==> src/rtl/div_res_station.sv <==
// div_res_station: reservation station feeding the DIV/REM unit.
// Define DIV_RS_AGE_ORDER_EN for oldest-first issue select.
module div_res_station #(
  parameter int DEPTH       = 4,
  parameter int NO_PHY_REGS = 64,
  parameter int PHY_WIDTH   = $clog2(NO_PHY_REGS),
  parameter int ROB_WIDTH   = 5,
  parameter int NUM_CDB     = 2
) (
  input  logic                           clk,
  input  logic                           rst,
  input  logic                           flush,
  input  logic                           dispatch_valid,
  output logic                           dispatch_ready,
  input  logic [2:0]                     dispatch_funct3,
  input  logic [PHY_WIDTH-1:0]           dispatch_ps1,
  input  logic [PHY_WIDTH-1:0]           dispatch_ps2,
  input  logic                           dispatch_ps1_rdy,
  input  logic                           dispatch_ps2_rdy,
  input  logic [PHY_WIDTH-1:0]           dispatch_pd,
  input  logic [ROB_WIDTH-1:0]           dispatch_rob_idx,
  input  logic [NUM_CDB-1:0]             cdb_valid,
  input  logic [NUM_CDB*PHY_WIDTH-1:0]   cdb_pd,
  input  logic                           div_ready,
  output logic                           issue_valid,
  output logic [2:0]                     issue_funct3,
  output logic [PHY_WIDTH-1:0]           issue_ps1,
  output logic [PHY_WIDTH-1:0]           issue_ps2,
  output logic [PHY_WIDTH-1:0]           issue_pd,
  output logic [ROB_WIDTH-1:0]           issue_rob_idx,
  output logic [$clog2(DEPTH):0]         occupancy
);

  localparam int IW = $clog2(DEPTH);
  localparam int OW = IW + 1;

  typedef struct packed {
    logic [2:0]           funct3;
    logic [PHY_WIDTH-1:0] ps1;
    logic [PHY_WIDTH-1:0] ps2;
    logic                 rdy1;
    logic                 rdy2;
    logic [PHY_WIDTH-1:0] pd;
    logic [ROB_WIDTH-1:0] rob_idx;
  } ent_t;

  logic [DEPTH-1:0] valid_q;
  ent_t             ent_q [DEPTH];

  logic [OW-1:0]    occ;
  logic [IW-1:0]    free_idx;
  logic [IW-1:0]    sel_idx;
  logic             any_cand;
  logic [DEPTH-1:0] cand;
  logic [DEPTH-1:0] wake1;
  logic [DEPTH-1:0] wake2;
  logic             disp_fire;
  ent_t             disp_ent;

  function automatic logic cdb_hit(
    input logic [NUM_CDB-1:0]           v,
    input logic [NUM_CDB*PHY_WIDTH-1:0] t,
    input logic [PHY_WIDTH-1:0]         tag
  );
    logic h;
    h = 1'b0;
    for (int k = 0; k < NUM_CDB; k++)
      if (v[k] && t[k*PHY_WIDTH +: PHY_WIDTH] == tag)
        h = 1'b1;
    return h;
  endfunction

  // count live entries from registered valid bits
  always_comb begin
    occ = '0;
    for (int i = 0; i < DEPTH; i++)
      occ = occ + OW'(valid_q[i]);
  end

  assign occupancy      = occ;
  assign dispatch_ready = (occ < OW'(DEPTH)) && !flush;
  assign disp_fire      = dispatch_valid && dispatch_ready;

  // lowest-index free slot receives the next dispatched op
  always_comb begin
    free_idx = '0;
    for (int i = DEPTH - 1; i >= 0; i--)
      if (!valid_q[i])
        free_idx = IW'(i);
  end

  // CDB snoop for stored entries and for the op being dispatched
  always_comb begin
    wake1 = '0;
    wake2 = '0;
    for (int i = 0; i < DEPTH; i++) begin
      wake1[i] = valid_q[i] && cdb_hit(cdb_valid, cdb_pd, ent_q[i].ps1);
      wake2[i] = valid_q[i] && cdb_hit(cdb_valid, cdb_pd, ent_q[i].ps2);
    end
  end

  // build the entry image written on a dispatch transfer
  always_comb begin
    disp_ent         = '0;
    disp_ent.funct3  = dispatch_funct3;
    disp_ent.ps1     = dispatch_ps1;
    disp_ent.ps2     = dispatch_ps2;
    disp_ent.pd      = dispatch_pd;
    disp_ent.rob_idx = dispatch_rob_idx;
    disp_ent.rdy1    = dispatch_ps1_rdy ||
                       cdb_hit(cdb_valid, cdb_pd, dispatch_ps1);
    disp_ent.rdy2    = dispatch_ps2_rdy ||
                       cdb_hit(cdb_valid, cdb_pd, dispatch_ps2);
  end

  // issue candidates use only registered ready bits
  always_comb begin
    cand = '0;
    for (int i = 0; i < DEPTH; i++)
      cand[i] = valid_q[i] && ent_q[i].rdy1 && ent_q[i].rdy2;
  end

`ifdef DIV_RS_AGE_ORDER_EN
  logic [IW-1:0] age_q [DEPTH];
  logic [IW-1:0] best_age;

  // oldest candidate (smallest rank) wins
  always_comb begin
    sel_idx  = '0;
    any_cand = 1'b0;
    best_age = '1;
    for (int i = 0; i < DEPTH; i++)
      if (cand[i] && (!any_cand || age_q[i] < best_age)) begin
        sel_idx  = IW'(i);
        best_age = age_q[i];
        any_cand = 1'b1;
      end
  end

  // ranks stay a dense 0..occ-1 ordering of live entries
  always_ff @(posedge clk) begin
    if (rst) begin
      for (int i = 0; i < DEPTH; i++)
        age_q[i] <= '0;
    end else if (!flush) begin
      if (issue_valid)
        for (int i = 0; i < DEPTH; i++)
          if (valid_q[i] && age_q[i] > age_q[sel_idx])
            age_q[i] <= age_q[i] - IW'(1);
      if (disp_fire)
        age_q[free_idx] <= IW'(occ - OW'(issue_valid));
    end
  end
`else
  // lowest-index candidate wins
  always_comb begin
    sel_idx  = '0;
    any_cand = 1'b0;
    for (int i = DEPTH - 1; i >= 0; i--)
      if (cand[i]) begin
        sel_idx  = IW'(i);
        any_cand = 1'b1;
      end
  end
`endif

  assign issue_valid = any_cand && div_ready && !flush;

  // payload is driven only while an op is actually presented
  always_comb begin
    issue_funct3  = '0;
    issue_ps1     = '0;
    issue_ps2     = '0;
    issue_pd      = '0;
    issue_rob_idx = '0;
    if (issue_valid) begin
      issue_funct3  = ent_q[sel_idx].funct3;
      issue_ps1     = ent_q[sel_idx].ps1;
      issue_ps2     = ent_q[sel_idx].ps2;
      issue_pd      = ent_q[sel_idx].pd;
      issue_rob_idx = ent_q[sel_idx].rob_idx;
    end
  end

  // entry storage: flush beats issue, dispatch and wakeup
  always_ff @(posedge clk) begin
    if (rst) begin
      valid_q <= '0;
      for (int i = 0; i < DEPTH; i++)
        ent_q[i] <= '0;
    end else if (flush) begin
      valid_q <= '0;
    end else begin
      for (int i = 0; i < DEPTH; i++) begin
        if (wake1[i]) ent_q[i].rdy1 <= 1'b1;
        if (wake2[i]) ent_q[i].rdy2 <= 1'b1;
      end
      if (issue_valid)
        valid_q[sel_idx] <= 1'b0;
      if (disp_fire) begin
        valid_q[free_idx] <= 1'b1;
        ent_q[free_idx]   <= disp_ent;
      end
    end
  end

endmodule

==> config.mk <==
export PLATFORM = sky130hd
export DESIGN_NAME = div_res_station
export DESIGN_NICKNAME = d
export VERILOG_FILES = /design/src/rtl/div_res_station.sv
export SDC_FILE = /design/constraint.sdc
export NUM_CORES = 1
export LEC_CHECK = 0
export ABC_CLOCK_PERIOD_IN_PS = 6100
export BUFFER_PORTS_ARGS = -buffer_cell sky130_fd_sc_hd__buf_2
export CELL_PAD_IN_SITES_DETAIL_PLACEMENT = 1
export CELL_PAD_IN_SITES_GLOBAL_PLACEMENT = 2
export CORE_UTILIZATION = 39
export CTS_CLUSTER_DIAMETER = 50
export CTS_CLUSTER_SIZE = 12
export DETAILED_ROUTE_END_ITERATION = 8
export PLACE_DENSITY = 0.84
export SYNTH_ARGS = -nofsm -noshare
export SYNTH_HDL_FRONTEND = slang
export SYNTH_SLANG_ARGS = --single-unit
==> constraint.sdc <==
create_clock -name clk -period 6.1 [get_ports clk]
set_clock_uncertainty 0.1 [all_clocks]
set_input_delay 0.305 -clock clk [delete_from_list [all_inputs] [get_ports clk]]
set_output_delay 0.305 -clock clk [all_outputs]
set_load 0.005 [all_outputs]
==> impl_results.md <==
* Routed wire per std cell at 24.3 µm
* Max Cap Viol at 0
* Mapped cell area at between 6000 and 7000 µm²
* Drt pass-1 iters at 5
* Setup_tns at 0 ps
* Vias in the first global route at roughly 5700
* Max clock buf depth at 2
* Synth Register Bits at between 100 and 150
* Hold/Removal Path Class: input pin to flop
* Final hold vios at 0
* Pwr dens at roughly 270 nW/µm²
* Hold Buf Count CTS at 0
* Initial Utilization at 0.403
* Hold_sp: dispatch_pd[5]
* Die Ht at 134 µm
* CP max FO at 26
* Post-CTS Setup Inserts at 0
* Crit path launch: valid_q[1]
* Clk_lat worst skew at ~420 ps
* Power Total at approximately 2100 µW
* Req. time, crit path at between 6000 and 7000 ps
* Post-DP HPWL at 14300 µm
* Outcome: complete, no violations
* Nets@finish at roughly 730
* Largest net degree at the start of global routing at 33
* H-tree Lvls at 4
* PostCTS Resize Cnt at 0
* Core ar. at ~17000 µm²
* CTS root buffer: clkbuf_16
* Worst-Margin Slew at between 1000 and 1500 ps
* Library cells used by synthesis at 40
* GRT Total Usage at 0.258
* Setup crit start kind: flop
* Clk slew on worst S/H paths at roughly 60 ps
* First-pass GRT wire length at around 34000 µm
* Number of I/O pins at 78
* Syn_nets at around 660
* Num CTS Buffers at 17
* Port bufs at 77
* Avg Cell Area, Syn at 11.0 µm²
* Vias after detailed routing at roughly 5300
* CP most frequent cell: inv_1
* Initial antenna violation count at 0
* CTS tree: yes
* WS Path Type: flop to flop
* Critical path's slowest cell: inv_1
* Max incr delay on CP at a little over 800 ps
* Rows at 47
* Final wirelength at about 22000 µm
* GRT overflow at 0
* Setup violators final at 0
* Drt drc at 0
* VDD IR max at ~0.17 mV
* Share of layout cells above drive strength 1 at 0.190
* Die X at about 130 µm
* Critical path endpoint category: flop
* Arr. time, crit path at approximately 3700 ps
* Reg2reg start: valid_q[1]
* Post-route minimum period at ~3800 ps
* CP delay by family, top: buffers and inverters
* Routed Antenna Nets at 0
* Synth Instances at between 600 and 700
* # clock sinks at around 120
* Post-Place Worst Slack at ~2300 ps
* Register area share after synthesis at 0.501
* P_leak at between 0.002 and 0.003 µW
* Buffers & Inverters on Critical Path at 3
* Worst slew margin at 0.242
* Worst path cell trace: inv_1 > fa_1 > inv_1 > ha_1 > ha_1 > nor2_2 > nand3_1 > nor3_1 > nor2_1 > inv_1
* Final period utilization at 0.622
* Max-slew violations at 0
* Starting DRT DRC Count at approximately 440
* Setup ws final at approximately 2300 ps
* GP Congestion at approximately 0.86
* Vias per cell at approximately 5.8
* Diode count at 0
* Area Overhead vs Synth at 16.2%
* DIE AREA at between 15000 and 20000 µm²
* Fmax at 263 MHz
* RSZ-0062 raised after global routing: no
* Yosys warns at 0
kinds of logic (layout without fill, tap and decap cells):
logic type	after synthesis	in the layout	synth area share
adders and majority gates	3	3	0.00667
DFF	116	116	0.501
AOI/OAI and AO/OA	106	106	0.114
and+or+nand+nor	213	213	0.182
buffers and inverters	56	132	0.0404
xor gates and xnor gates	120	120	0.156
final timing paths:
check	slack, ps	end	cells after the start
setup reg to reg	2300	ent_q[3][14]	10
hold reg to reg	380	ent_q[2][12]	2
setup / recovery	2300	ent_q[3][14]	10
hold / removal	110	ent_q[1][10]	2
report_power, final:
group	total, µW	internal (µW)	switching (µW)
clock	982	602	380
sequential	929	903	25.8
combinational	187	70.4	117
total	2100	1580	522
metal layers:
| layer | track usage | vias to the layer above | routed length [µm] |
|---|---|---|---|
| li1 | - | 2344 | - |
| met1 | 0.315 | 2702 | 9030 |
| met2 | 0.452 | 204 | 11200 |
| met3 | 0.0502 | 36 | 1370 |
| met4 | 0.0928 | 0 | 475 |
| met5 | 0 | - | 0 |
worst register-to-register path, cell delays in order (launching register included):
cell     delay, ps
dfxtp_1        520
inv_1          220
fa_1           550
inv_1           50
ha_1           180
ha_1           220
nor2_2         160
nand3_1        170
nor3_1         290
nor2_1         120
inv_1          830
per-stage QoR:
step / area [µm²] / hold WS, ps / instances / utilization
finish: 7850 / 106 / 910 / 0.468
global placement: 7270 / 364 / 878 / 0.434
global route: 7850 / 96.6 / 910 / 0.468
floorplan: 6750 / 336 / 614 / -
CTS: 7850 / 92.8 / 910 / 0.468
detailed placement: 7270 / 362 / 878 / 0.434
cells in the mapped netlist, drive strengths merged:
library cell  count  area [µm²]
edfxtp          106        3180
o31a              1        8.76
o211ai            2        15.0
o21ai            10        53.8
dfxtp            10         200
xor2             36         315
o21ba             1        10.0
ha                2        25.0
and2             78         488
nand3            14        70.1
nor4b             1        23.8
nor4             13        81.3
or3               2        12.5
nand2            40         150
a22o             26         228
xnor2            84         736
or2               1        6.26
nor3              7        50.1
inv              14        52.6
nor2              7        31.3
and3             27         174
o22ai             4        25.0
nand2b            1        6.26
a32oi             2        17.5
o311ai            1        26.3
clkbuf           16        60.1
o221ai            4        35.0
buf              26         160
a22oi            26         195
a21oi            28         148
fa                1        20.0
o21a              1        7.51
nand4            22         138
cell usage in the layout (no fill, tap or decap), drive strengths merged, types with 2 or more instances in the layout:
cell	n
edfxtp	106
buf	86
xnor2	84
and2	78
nand2	40
xor2	36
a21oi	28
and3	27
a22o	26
a22oi	26
nand4	22
inv	18
clkbuf	17
nand3	14
nor4	13
dfxtp	10
o21ai	10
nor2	7
nor3	7
clkinv	6
o221ai	4
o22ai	4
clkinvlp	3
o211ai	2
or3	2
a32oi	2
ha	2
bufinv	2
sequential cells by signal (all words and copies together) (netlist names):
register,cells
ent_q,112
valid_q,4
final cells by class:
type / count / area (µm²)
Clock buffer: 17 / 425
Clock inverter: 15 / 154
Fill cell: 1846 / 8910
Inverter: 14 / 52.6
Multi-Input combinational cell: 442 / 3110
Sequential cell: 116 / 3380
Tap cell: 220 / 275
Timing Repair Buffer: 86 / 453
(Power assumes the default switching activity.)
